**config.mk**
```make
export PLATFORM = sky130hd
export DESIGN_NAME = rr_lock_arbiter
export DESIGN_NICKNAME = d
export VERILOG_FILES = /design/src/rtl/rr_lock_arbiter.sv
export SDC_FILE = /design/constraint.sdc
export NUM_CORES = 1
export LEC_CHECK = 0
export BUFFER_PORTS_ARGS = -buffer_cell sky130_fd_sc_hd__buf_2
export CORE_ASPECT_RATIO = 0.5
export CORE_MARGIN = 3
export CORE_UTILIZATION = 53
export CTS_CLUSTER_SIZE = 14
export DETAILED_ROUTE_END_ITERATION = 10
export PLACE_DENSITY = 0.77
export SETUP_SLACK_MARGIN = 0.2
export SLEW_MARGIN = 20
export SYNTH_ARGS = -nofsm -noshare
export SYNTH_HDL_FRONTEND = slang
export SYNTH_SLANG_ARGS = --single-unit
```
**constraint.sdc**
```tcl
create_clock -name clk_i -period 3.8 [get_ports clk_i]
set_input_delay 0.19 -clock clk_i [delete_from_list [all_inputs] [get_ports clk_i]]
set_output_delay 0.19 -clock clk_i [all_outputs]
set_load 0.005 [all_outputs]
```
**src/rtl/rr_lock_arbiter.sv**
```systemverilog
// rr_lock_arbiter: round-robin arbiter with a valid/ready handshake toward
// one shared resource.
//
// The grant is combinational. Once a request is offered, the choice is held
// until the resource accepts it, so idx_o stays stable under back-pressure.
// A rotating priority pointer moves past each served requester.
//
// Optional feature: define RR_LOCK_ARBITER_BURST_EN to enable burst mode.
// In burst mode, one requester may take up to MAX_BURST consecutive
// handshakes before the pointer moves past it.
//
// Ports:
//   clk_i     clock
//   rst_ni    asynchronous active-low reset
//   flush_i   synchronous clear of lock, pointer and burst state; masks outputs
//   req_i     request vector, one bit per requester
//   ready_i   resource accepts the offered request this cycle
//   valid_o   a request is offered to the resource
//   idx_o     index of the offered request
//   gnt_o     one-hot handshake completion per requester
//   locked_o  offered decision is held from an earlier cycle
module rr_lock_arbiter #(
   parameter int unsigned NUM_REQ   = 8,
   parameter int unsigned MAX_BURST = 4,
   parameter int unsigned IDX_W     = $clog2(NUM_REQ)
) (
   input  logic               clk_i,
   input  logic               rst_ni,
   input  logic               flush_i,
   input  logic [NUM_REQ-1:0] req_i,
   input  logic               ready_i,
   output logic               valid_o,
   output logic [IDX_W-1:0]   idx_o,
   output logic [NUM_REQ-1:0] gnt_o,
   output logic               locked_o
);

   localparam logic [IDX_W-1:0] LAST_IDX = IDX_W'(NUM_REQ - 1);

   logic [IDX_W-1:0] ptr_q, ptr_d;
   logic             lock_q, lock_d;
   logic [IDX_W-1:0] idx_lock_q, idx_lock_d;

   logic             sel_found;
   logic [IDX_W-1:0] sel_idx;
   logic             hs;
   logic [IDX_W-1:0] idx_inc;

`ifdef RR_LOCK_ARBITER_BURST_EN
   localparam int unsigned CNT_W = (MAX_BURST > 1) ? $clog2(MAX_BURST) : 1;

   logic [CNT_W-1:0] burst_cnt_q, burst_cnt_d;
   logic [IDX_W-1:0] last_idx_q, last_idx_d;
   logic [CNT_W-1:0] cnt_base;
`endif

   // Scan ptr_q, ptr_q+1, ... modulo NUM_REQ. The candidate never reaches
   // 2*NUM_REQ, so a single subtraction wraps it.
   always_comb begin
      int unsigned cand;
      sel_found = 1'b0;
      sel_idx   = '0;
      cand      = 0;
      for (int unsigned k = 0; k < NUM_REQ; k++) begin
         cand = 32'(ptr_q) + k;
         if (cand >= NUM_REQ) begin
            cand = cand - NUM_REQ;
         end
         if (!sel_found && req_i[cand[IDX_W-1:0]]) begin
            sel_found = 1'b1;
            sel_idx   = cand[IDX_W-1:0];
         end
      end
   end

   always_comb begin
      idx_o    = lock_q ? idx_lock_q : sel_idx;
      valid_o  = (lock_q | sel_found) & ~flush_i;
      locked_o = lock_q & ~flush_i;
      hs       = valid_o & ready_i;
      gnt_o    = '0;
      if (hs) begin
         gnt_o[idx_o] = 1'b1;
      end
      // The explicit wrap keeps the pointer in range for non-power-of-two NUM_REQ.
      idx_inc = (idx_o == LAST_IDX) ? '0 : idx_o + 1'b1;
   end

   always_comb begin
      ptr_d      = ptr_q;
      lock_d     = lock_q;
      idx_lock_d = idx_lock_q;
`ifdef RR_LOCK_ARBITER_BURST_EN
      burst_cnt_d = burst_cnt_q;
      last_idx_d  = last_idx_q;
      cnt_base    = (idx_o == last_idx_q) ? burst_cnt_q : '0;
`endif
      if (flush_i) begin
         ptr_d      = '0;
         lock_d     = 1'b0;
         idx_lock_d = '0;
`ifdef RR_LOCK_ARBITER_BURST_EN
         burst_cnt_d = '0;
         last_idx_d  = '0;
`endif
      end else if (hs) begin
         lock_d = 1'b0;
`ifdef RR_LOCK_ARBITER_BURST_EN
         last_idx_d = idx_o;
         // Keep priority on the same requester until its burst is used up.
         if (32'(cnt_base) < MAX_BURST - 1) begin
            ptr_d       = idx_o;
            burst_cnt_d = cnt_base + 1'b1;
         end else begin
            ptr_d       = idx_inc;
            burst_cnt_d = '0;
         end
`else
         ptr_d = idx_inc;
`endif
      end else if (valid_o) begin
         lock_d     = 1'b1;
         idx_lock_d = idx_o;
      end
   end

   always_ff @(posedge clk_i or negedge rst_ni) begin
      if (!rst_ni) begin
         ptr_q      <= '0;
         lock_q     <= 1'b0;
         idx_lock_q <= '0;
      end else begin
         ptr_q      <= ptr_d;
         lock_q     <= lock_d;
         idx_lock_q <= idx_lock_d;
      end
   end

`ifdef RR_LOCK_ARBITER_BURST_EN
   always_ff @(posedge clk_i or negedge rst_ni) begin
      if (!rst_ni) begin
         burst_cnt_q <= '0;
         last_idx_q  <= '0;
      end else begin
         burst_cnt_q <= burst_cnt_d;
         last_idx_q  <= last_idx_d;
      end
   end
`endif

endmodule

```
==> results_dict.tcl, run 1 <==
set metrics [dict create \
    status "finished, final reports clean" \
    vias 1887 \
    globalRouteTotalUtil 0.254 \
    cp.required_ns 3.61 \
    wl_per_cell_um 21.9 \
    top_library_cells_by_usage_in_the_layout_fill_and_taps_aside "sky130_fd_sc_hd__buf_2 (24), sky130_fd_sc_hd__mux2i_1 (21), sky130_fd_sc_hd__buf_4 (17)" \
    worst_setup_path_end_kind "output port" \
    crit_arrival_ns 3.57 \
    share_comb_of_total_power 0.895 \
    mappedNetlistNets 205 \
    floorplan.die.width_um 89.1 \
    dp.final_hpwl_um 3700 \
    place.gp.congestion 0.842 \
    start_util 0.580 \
    hold_path_depth 2 \
    antennaDiodeCount 0 \
    asyncSetResetFlopFracSynth 1.00 \
    fin_crit_sh 0.989 \
    max-slew-margin-rel 0.614 \
    detail_route.drc_violations 0 \
    mostFrequentLayoutCell "sky130_fd_sc_hd__buf_2" \
    worst_ir_drop_vdd_uv 586 \
    synth_seq_area_share 0.0958 \
    synth_top_cells_by_area "sky130_fd_sc_hd__mux4_2 (16%), sky130_fd_sc_hd__mux2i_1 (12%), sky130_fd_sc_hd__dfrtp_1 (9.6%)" \
    timing.final.setup_violations 0 \
    antenna_violations_before_repair 0 \
    netlist_area_mm2 0.00183 \
    clock-sinks 7 \
    reg2reg_depth 14 \
    power_switching_w 0.00115 \
    area_share_of_the_largest_cell_type_after_synthesis 0.160 \
    synth_ff_type "sky130_fd_sc_hd__dfrtp_1" \
    slew_violations 0 \
    synthesized_netlist_cell_count 189 \
    p_leak_nw 0.909 \
    hold_ws_ns 0.303 \
    synthesis.yosys.warnings 0 \
    cts_root_buf "sky130_fd_sc_hd__clkbuf_8" \
    synth_area_leader_cell "sky130_fd_sc_hd__mux4_2" \
    worst_skew_pair.late_latency_ns 0.23 \
    maxClockFrequency_ghz 0.266 \
    timing.setup.critical_path_class "reg -> out" \
    floorplan.rows 14 \
    fin_crit_ns 3.76 \
    io_buffer_count 24 \
    grt_pass1_vias 1693 \
    design.core.area_mm2 0.00315 \
    postLayoutCoreUtil 0.728 \
    cts-htree-levels 1 \
    cts_tree "done" \
    die-height_um 47.5 \
    final_nets 241 \
    setup_repair_after_global_routing_missed_its_margin "yes" \
    overflow 0 \
    antenna_left 0 \
    p_int_w 0.00110 \
    route.detailed.vias_per_inst 7.15 \
    grt_max_degree 18 \
    floorplan.io_pins 25 \
    edff_count_synth 0 \
    total_power_w 0.00225 \
    final.setup_skew_ns 0.00938 \
    power_per_cell_area_mw_per_mm2 979 \
    clockBufferDepth 2 \
    final-hold-violation-count 0 \
    wl_um 5790 \
    post_synth_num_cell_types 68 \
    max_cap_violations 0 \
    grt_pass1_wl_um 8180 \
    synthToLayoutAreaGrowth_pct 25.5 \
    tightestPinTransition_ns 0.576 \
    drt_iter0_drc 307 \
    dieArea_mm2 0.00424 \
    postSynthRegisterBits 7 \
    power.clock.fraction 0.048 \
    clk_pin_slew_worst_setup_hold_paths_ns 0.05 \
    numCtsBuffers 3 \
    final_layout_size_suffix_gt1_frac 0.496 \
    seqPwrFrac 0.057 \
    worstPathMaxFanout 6 \
    startpoint_type_of_the_worst_setup_path "flip-flop" \
    min-delay-path-class "in -> reg" \
    drtPass1Iterations 5 \
    synthesis.area_per_instance_um2 9.68 \
    p_sw_frac 0.510 \
]
what timing repair did:
action / in CTS / in global routing
gates resized for setup: 5 / 22
hold buffers: 1 / 0
gates cloned: 0 / 0
hold endpoints to repair: 7 / 0
buffers inserted: 9 / 7
endpoints found under the setup margin: 9 / 12
pin swaps: 5 / 12
Yosys cell counts, types with 2 or more instances:
library cell	n
sky130_fd_sc_hd__mux2i_1	22
sky130_fd_sc_hd__mux4_2	13
sky130_fd_sc_hd__nand2_1	11
sky130_fd_sc_hd__nor2_1	9
sky130_fd_sc_hd__mux2_2	8
sky130_fd_sc_hd__a31oi_1	7
sky130_fd_sc_hd__buf_2	7
sky130_fd_sc_hd__dfrtp_1	7
sky130_fd_sc_hd__inv_1	6
sky130_fd_sc_hd__a211oi_1	5
sky130_fd_sc_hd__a21oi_1	5
sky130_fd_sc_hd__o21ai_0	5
sky130_fd_sc_hd__ha_1	4
sky130_fd_sc_hd__nor4_1	4
sky130_fd_sc_hd__and2_1	3
sky130_fd_sc_hd__and3_2	3
sky130_fd_sc_hd__clkbuf_8	3
sky130_fd_sc_hd__nand2b_1	3
sky130_fd_sc_hd__nand3_1	3
sky130_fd_sc_hd__nand4_1	3
sky130_fd_sc_hd__nor2b_1	3
sky130_fd_sc_hd__a21o_1	2
sky130_fd_sc_hd__a32o_1	2
sky130_fd_sc_hd__and3_1	2
sky130_fd_sc_hd__buf_6	2
sky130_fd_sc_hd__nand3b_1	2
sky130_fd_sc_hd__nor3b_1	2
sky130_fd_sc_hd__xnor2_1	2
sky130_fd_sc_hd__xor2_1	2
metrics by stage:
stage                     TNS, ns  setup slack, ns  std cells  cell area, um2
after CTS                       0            0.160        257            2130
after floorplan                 0            0.200        189            1910
after global routing       -0.127          -0.0976        264            2300
after global placement          0            0.340        243            1970
after detailed placement        0            0.242        243            1970
final                           0           0.0433        264            2300
critical path, stage by stage (launching register included):
cell and delay, ns:
sky130_fd_sc_hd__dfrtp_1 0.41, sky130_fd_sc_hd__clkinv_4 0.11, sky130_fd_sc_hd__ha_4 0.26, sky130_fd_sc_hd__buf_12 0.13, sky130_fd_sc_hd__mux2i_1 0.11, sky130_fd_sc_hd__mux4_2 0.53, sky130_fd_sc_hd__a32oi_4 0.35, sky130_fd_sc_hd__nor3_4 0.10
sky130_fd_sc_hd__buf_6 0.14, sky130_fd_sc_hd__a211oi_4 0.42, sky130_fd_sc_hd__a21bo_4 0.31, sky130_fd_sc_hd__nor4_1 0.28, sky130_fd_sc_hd__buf_2 0.17
routing by layer:
| layer | wire [um] | up-vias | share of wire | track usage |
|---|---|---|---|---|
| met3 | 523 | 31 | 0.090 | 0.0361 |
| li1 | - | 814 | - | - |
| met1 | 2310 | 909 | 0.40 | 0.343 |
| met2 | 2760 | 133 | 0.48 | 0.425 |
| met5 | 0 | - | 0 | 0 |
| met4 | 200 | 0 | 0.035 | 0.0950 |
state kept, by name, summed over array words and instances (netlist names):
signal	count
idx_lock_q	3
ptr_q	3
lock_q	1
final timing paths:
path,from,to,slack (ns)
worst max-delay path,ptr_q[1],gnt_o[4],0.04
worst min-delay path,flush_i,idx_lock_q[1],0.30
worst max register to register,ptr_q[1],ptr_q[2],0.14
worst min register to register,idx_lock_q[1],idx_lock_q[1],0.59
max in group asynchronous,rst_ni,ptr_q[0],3.32
min in group asynchronous,rst_ni,idx_lock_q[1],0.31
kinds of logic after synthesis:
kind of cell | count (synthesis) | share of synthesized area
DFF | 7 | 0.0958
xor gates and xnor gates | 4 | 0.0192
and+or+nand+nor | 58 | 0.187
AOI/OAI and AO/OA | 48 | 0.241
muxes | 44 | 0.336
buffers and inverters | 24 | 0.0937
adders and majority gates | 4 | 0.0274
cell type report:
cell class                 instances  area [um2]
multi-input combinational        158        1660
fill                             209         857
timing repair buffer              47         323
sequential                         7         175
tap                               40        50.0
clock buffer                       4        45.0
inverter                           8        38.8
power by group through the flow:
stage / clock network (W) / registers, W / logic (W)
floorplan: 0 / 0.000109 / 0.00134
global placement: 0 / 0.000127 / 0.00155
detailed placement: 0 / 0.000128 / 0.00158
CTS: 0.000106 / 0.000127 / 0.00174
global route: 0.000115 / 0.000131 / 0.00212
finish: 0.000107 / 0.000129 / 0.00201
No activity file was read; power rests on OpenSTA's default activity.
==> run 2, diff against run 1 <==
--- a/config.mk
+++ b/config.mk
@@ -5,13 +5,14 @@
 export SDC_FILE = /design/constraint.sdc
 export NUM_CORES = 1
 export LEC_CHECK = 0
+export ABC_AREA = 1
 export BUFFER_PORTS_ARGS = -buffer_cell sky130_fd_sc_hd__buf_2
 export CORE_ASPECT_RATIO = 0.5
 export CORE_MARGIN = 3
-export CORE_UTILIZATION = 53
+export CORE_UTILIZATION = 50
 export CTS_CLUSTER_SIZE = 14
 export DETAILED_ROUTE_END_ITERATION = 10
-export PLACE_DENSITY = 0.77
+export PLACE_DENSITY = 0.76
 export SETUP_SLACK_MARGIN = 0.2
 export SLEW_MARGIN = 20
 export SYNTH_ARGS = -nofsm -noshare
==> results_dict.tcl, run 2 <==
set metrics [dict create \
    setup-tns-final_ns 0 \
    route.detailed.vias_per_inst 5.26 \
    cp_top_family "simple AND/OR/NAND/NOR gates" \
    asyncSetResetFlopFracSynth 1.00 \
    synth_most_common_cell "sky130_fd_sc_hd__nand2_1" \
    dp.final_hpwl_um 2740 \
    final-hold-violation-count 0 \
    cell_by_cell_trace_of_the_critical_path "clkinv_2, ha_1, inv_2, nand3_1, nand2_1, nor2_1, a31oi_2, inv_2, nor2_4, nand3_2, nand2_1, nand2_1, nand2_2, nand2_2, inv_1, ha_1, ha_1, nand2_1, nand2_1" \
    worst_ir_drop_vdd_uv 590 \
    numCtsBuffers 3 \
    worst_path_largest_cell_delay_ns 0.48 \
    setup_repair_after_global_routing_missed_its_margin "no" \
    drt_iter0_drc 101 \
    rrSetupSlack_ns 0.59 \
    p_int_w 0.000653 \
    area_share_of_the_largest_cell_type_after_synthesis 0.137 \
    floorplan.rows 12 \
    synthesis.area_per_instance_um2 6.72 \
    worst_setup_path_end_kind "flip-flop" \
    timing.setup.critical_path_class "reg -> reg" \
    drtPass1Iterations 4 \
    place.gp.congestion 0.975 \
    share_comb_of_total_power 0.841 \
    worst_skew_pair.late_latency_ns 0.23 \
    power.clock.fraction 0.064 \
    stdcell_area_mm2 0.00151 \
    crit_top_cell "sky130_fd_sc_hd__nand2_1" \
    crit_arrival_ns 3.34 \
    post_synth_most_frequent_cells "sky130_fd_sc_hd__nand2_1 (47), sky130_fd_sc_hd__nand3_1 (20), sky130_fd_sc_hd__nor2_1 (20), sky130_fd_sc_hd__nand3_2 (18)" \
    wl_per_cell_um 12.6 \
    power_per_cell_area_mw_per_mm2 1120 \
    synthToLayoutAreaGrowth_pct 14.2 \
    p_sw_frac 0.611 \
    floorplan.io_pins 25 \
    biggestRegsByFlops "idx_lock_q: 3 flops, ptr_q: 3 flops, lock_q: 1 flops" \
    mappedNetlistNets 212 \
    max-slew-margin-rel 0.660 \
    grt_max_degree 13 \
    tightestPinTransition_ns 0.511 \
    final.setup_skew_ns 0.00315 \
    clockBufferDepth 2 \
    synth_seq_area_share 0.133 \
    crit-reg2reg-capture "ptr_q[2]" \
    final_nets 239 \
    antennaDiodeCount 0 \
    worstPathMaxFanout 9 \
    placed_cells_incl_taps 252 \
    design.core.area_mm2 0.00236 \
    netlist_area_mm2 0.00132 \
    post-cts-setup-buffers 0 \
    mostFrequentLayoutCell "sky130_fd_sc_hd__nand2_1" \
    startpoint_type_of_the_worst_setup_path "flip-flop" \
    grt_pass1_vias 1205 \
    clk_pin_slew_worst_setup_hold_paths_ns 0.04 \
    crit_buf_inv 4 \
    dieArea_mm2 0.00332 \
    seqPwrFrac 0.095 \
    min-delay-path-class "in -> reg" \
    vias 1352 \
    cts_tree "done" \
    die-height_um 42.3 \
    edff_count_synth 0 \
    overflow 0 \
    reg2reg_depth 19 \
    postSynthRegisterBits 7 \
    globalRouteTotalUtil 0.207 \
    wl_um 3240 \
    dp_slack_ns 0.505 \
    power_switching_w 0.00103 \
    synth_area_leader_cell "sky130_fd_sc_hd__nand3_2" \
    crit_path_start "ptr_q[1]" \
    top_library_cells_by_usage_in_the_layout_fill_and_taps_aside "sky130_fd_sc_hd__nand2_1 (47), sky130_fd_sc_hd__buf_2 (24), sky130_fd_sc_hd__nand3_1 (20), sky130_fd_sc_hd__nor2_1 (20), sky130_fd_sc_hd__nand3_2 (18)" \
    final_layout_size_suffix_gt1_frac 0.410 \
    max_cap_violations 0 \
    synth_top_cells_by_area "sky130_fd_sc_hd__nand3_2 (14%), sky130_fd_sc_hd__nand2_1 (13%), sky130_fd_sc_hd__dfrtp_1 (13%)" \
    timing.final.setup_violations 0 \
    maxClockFrequency_ghz 0.311 \
    synth_ff_type "sky130_fd_sc_hd__dfrtp_1" \
    start_util 0.559 \
    fin_crit_ns 3.21 \
    post_synth_num_cell_types 30 \
    nFillCells 220 \
    crit-reg2reg-launch "ptr_q[1]" \
    worstSetupPathDepth 19 \
    grt_pass1_wl_um 5490 \
    status "finished, final reports clean" \
    io_buffer_count 24 \
    crit_path_top_delay_cell "sky130_fd_sc_hd__dfrtp_2" \
    synthesis.yosys.warnings 0 \
    detail_route.drc_violations 0 \
    cts-htree-levels 1 \
    cts_root_buf "sky130_fd_sc_hd__clkbuf_8" \
    endpoint "ptr_q[2]" \
    p_leak_nw 0.793 \
    cp.required_ns 3.92 \
    antenna_left 0 \
    setup_ws_ns 0.585 \
    slew_violations 0 \
    hold_ws_ns 0.143 \
    stdcell_count 257 \
    synthesized_netlist_cell_count 196 \
    clock-sinks 7 \
    detailed_place.area_mm2 0.00145 \
    floorplan.die.width_um 78.6 \
    antenna_violations_before_repair 0 \
    fin_crit_sh 0.846 \
]
==> run 2: cell types whose count changed after synthesis, sizes merged, moves of 6 or more <==
cell / previous run / this run
buf: 12 / 3
nand3: 3 / 38
inv: 7 / 23
a31oi: 8 / 1
nor2: 11 / 28
a211oi: 6 / 0
mux2i: 22 / 0
mux4: 13 / 0
nand2: 11 / 65
o21ai: 5 / 11
mux2: 9 / 0
==> run 2: metal layers <==
| metal | vias to the layer above | share of wire | global-route usage |
|---|---|---|---|
| met3 | 4 | 0.078 | 0.0451 |
| met1 | 602 | 0.46 | 0.278 |
| li1 | 692 | - | - |
| met2 | 54 | 0.45 | 0.331 |
| met5 | - | 0 | 0 |
| met4 | 0 | 0.0074 | 0.0627 |
==> run 2: what timing repair did <==
item                                    in CTS  in global routing
hold buffers                                 1                  0
endpoints found under the hold margin        7                  0
gates resized for setup                      0                  2
endpoints found under the setup margin       0                 10
==> run 2: area by class of cell <==
| type | instances | area [um2] | share of cell area |
|---|---|---|---|
| Clock buffer | 4 | 45.0 | 0.0299 |
| Inverter | 24 | 93.8 | 0.0623 |
| Tap cell | 35 | 43.8 | 0.0291 |
| Timing Repair Buffer | 25 | 130 | 0.0865 |
| Sequential cell | 7 | 178 | 0.118 |
| Multi-Input combinational cell | 162 | 1010 | 0.674 |
==> run 2: cell families (layout without fill, tap and decap cells) <==
kind of cell | count (synthesis) | count (layout) | share of synthesized area
AND/OR/NAND/NOR | 137 | 137 | 0.605
buffers and inverters | 27 | 53 | 0.0969
AO/OA/AOI/OAI | 17 | 17 | 0.0807
flip-flops | 7 | 7 | 0.133
adder cells (fa/ha/maj) | 4 | 4 | 0.0380
XOR/XNOR | 4 | 4 | 0.0465
==> run 2: metrics by stage <==
stage	util	power, W
after global placement	0.614	0.00154
after global routing	0.639	0.00185
after detailed placement	0.614	0.00156
after floorplan	-	0.00129
after CTS	0.637	0.00168
final	0.639	0.00168
==> run 2: how the worst min path moves through the flow <==
| stage | endpoint | slack [ns] | depth (start not counted) | from |
|---|---|---|---|---|
| floorplan | idx_lock_q[0] | -0.11 | 0 | rst_ni |
| global placement | idx_lock_q[2] | 0.03 | 1 | rst_ni |
| detailed placement | idx_lock_q[2] | 0.04 | 1 | rst_ni |
| CTS | lock_q | 0.14 | 2 | ready_i |
| global route | lock_q | 0.15 | 2 | ready_i |
| finish | lock_q | 0.14 | 2 | ready_i |
==> run 2: power by group through the flow <==
stage / registers (W) / clock network, W / logic [W]
2_1_floorplan: 0.000113 / 0 / 0.00118
3_3_place_gp: 0.000155 / 0 / 0.00139
3_5_place_dp: 0.000158 / 0 / 0.00140
4_1_cts: 0.000157 / 0.000111 / 0.00141
5_1_grt: 0.000163 / 0.000117 / 0.00157
6_report: 0.000159 / 0.000107 / 0.00141
==> run 2: worst reg2reg max path: stages, from the launching register on <==
cell	delay, ns
sky130_fd_sc_hd__dfrtp_2	0.48
sky130_fd_sc_hd__clkinv_2	0.19
sky130_fd_sc_hd__ha_1	0.43
sky130_fd_sc_hd__inv_2	0.17
sky130_fd_sc_hd__nand3_1	0.14
sky130_fd_sc_hd__nand2_1	0.10
sky130_fd_sc_hd__nor2_1	0.07
sky130_fd_sc_hd__a31oi_2	0.25
sky130_fd_sc_hd__inv_2	0.07
sky130_fd_sc_hd__nor2_4	0.19
sky130_fd_sc_hd__nand3_2	0.10
sky130_fd_sc_hd__nand2_1	0.08
sky130_fd_sc_hd__nand2_1	0.06
sky130_fd_sc_hd__nand2_2	0.11
sky130_fd_sc_hd__nand2_2	0.09
sky130_fd_sc_hd__inv_1	0.11
sky130_fd_sc_hd__ha_1	0.16
sky130_fd_sc_hd__ha_1	0.22
sky130_fd_sc_hd__nand2_1	0.06
sky130_fd_sc_hd__nand2_1	0.04
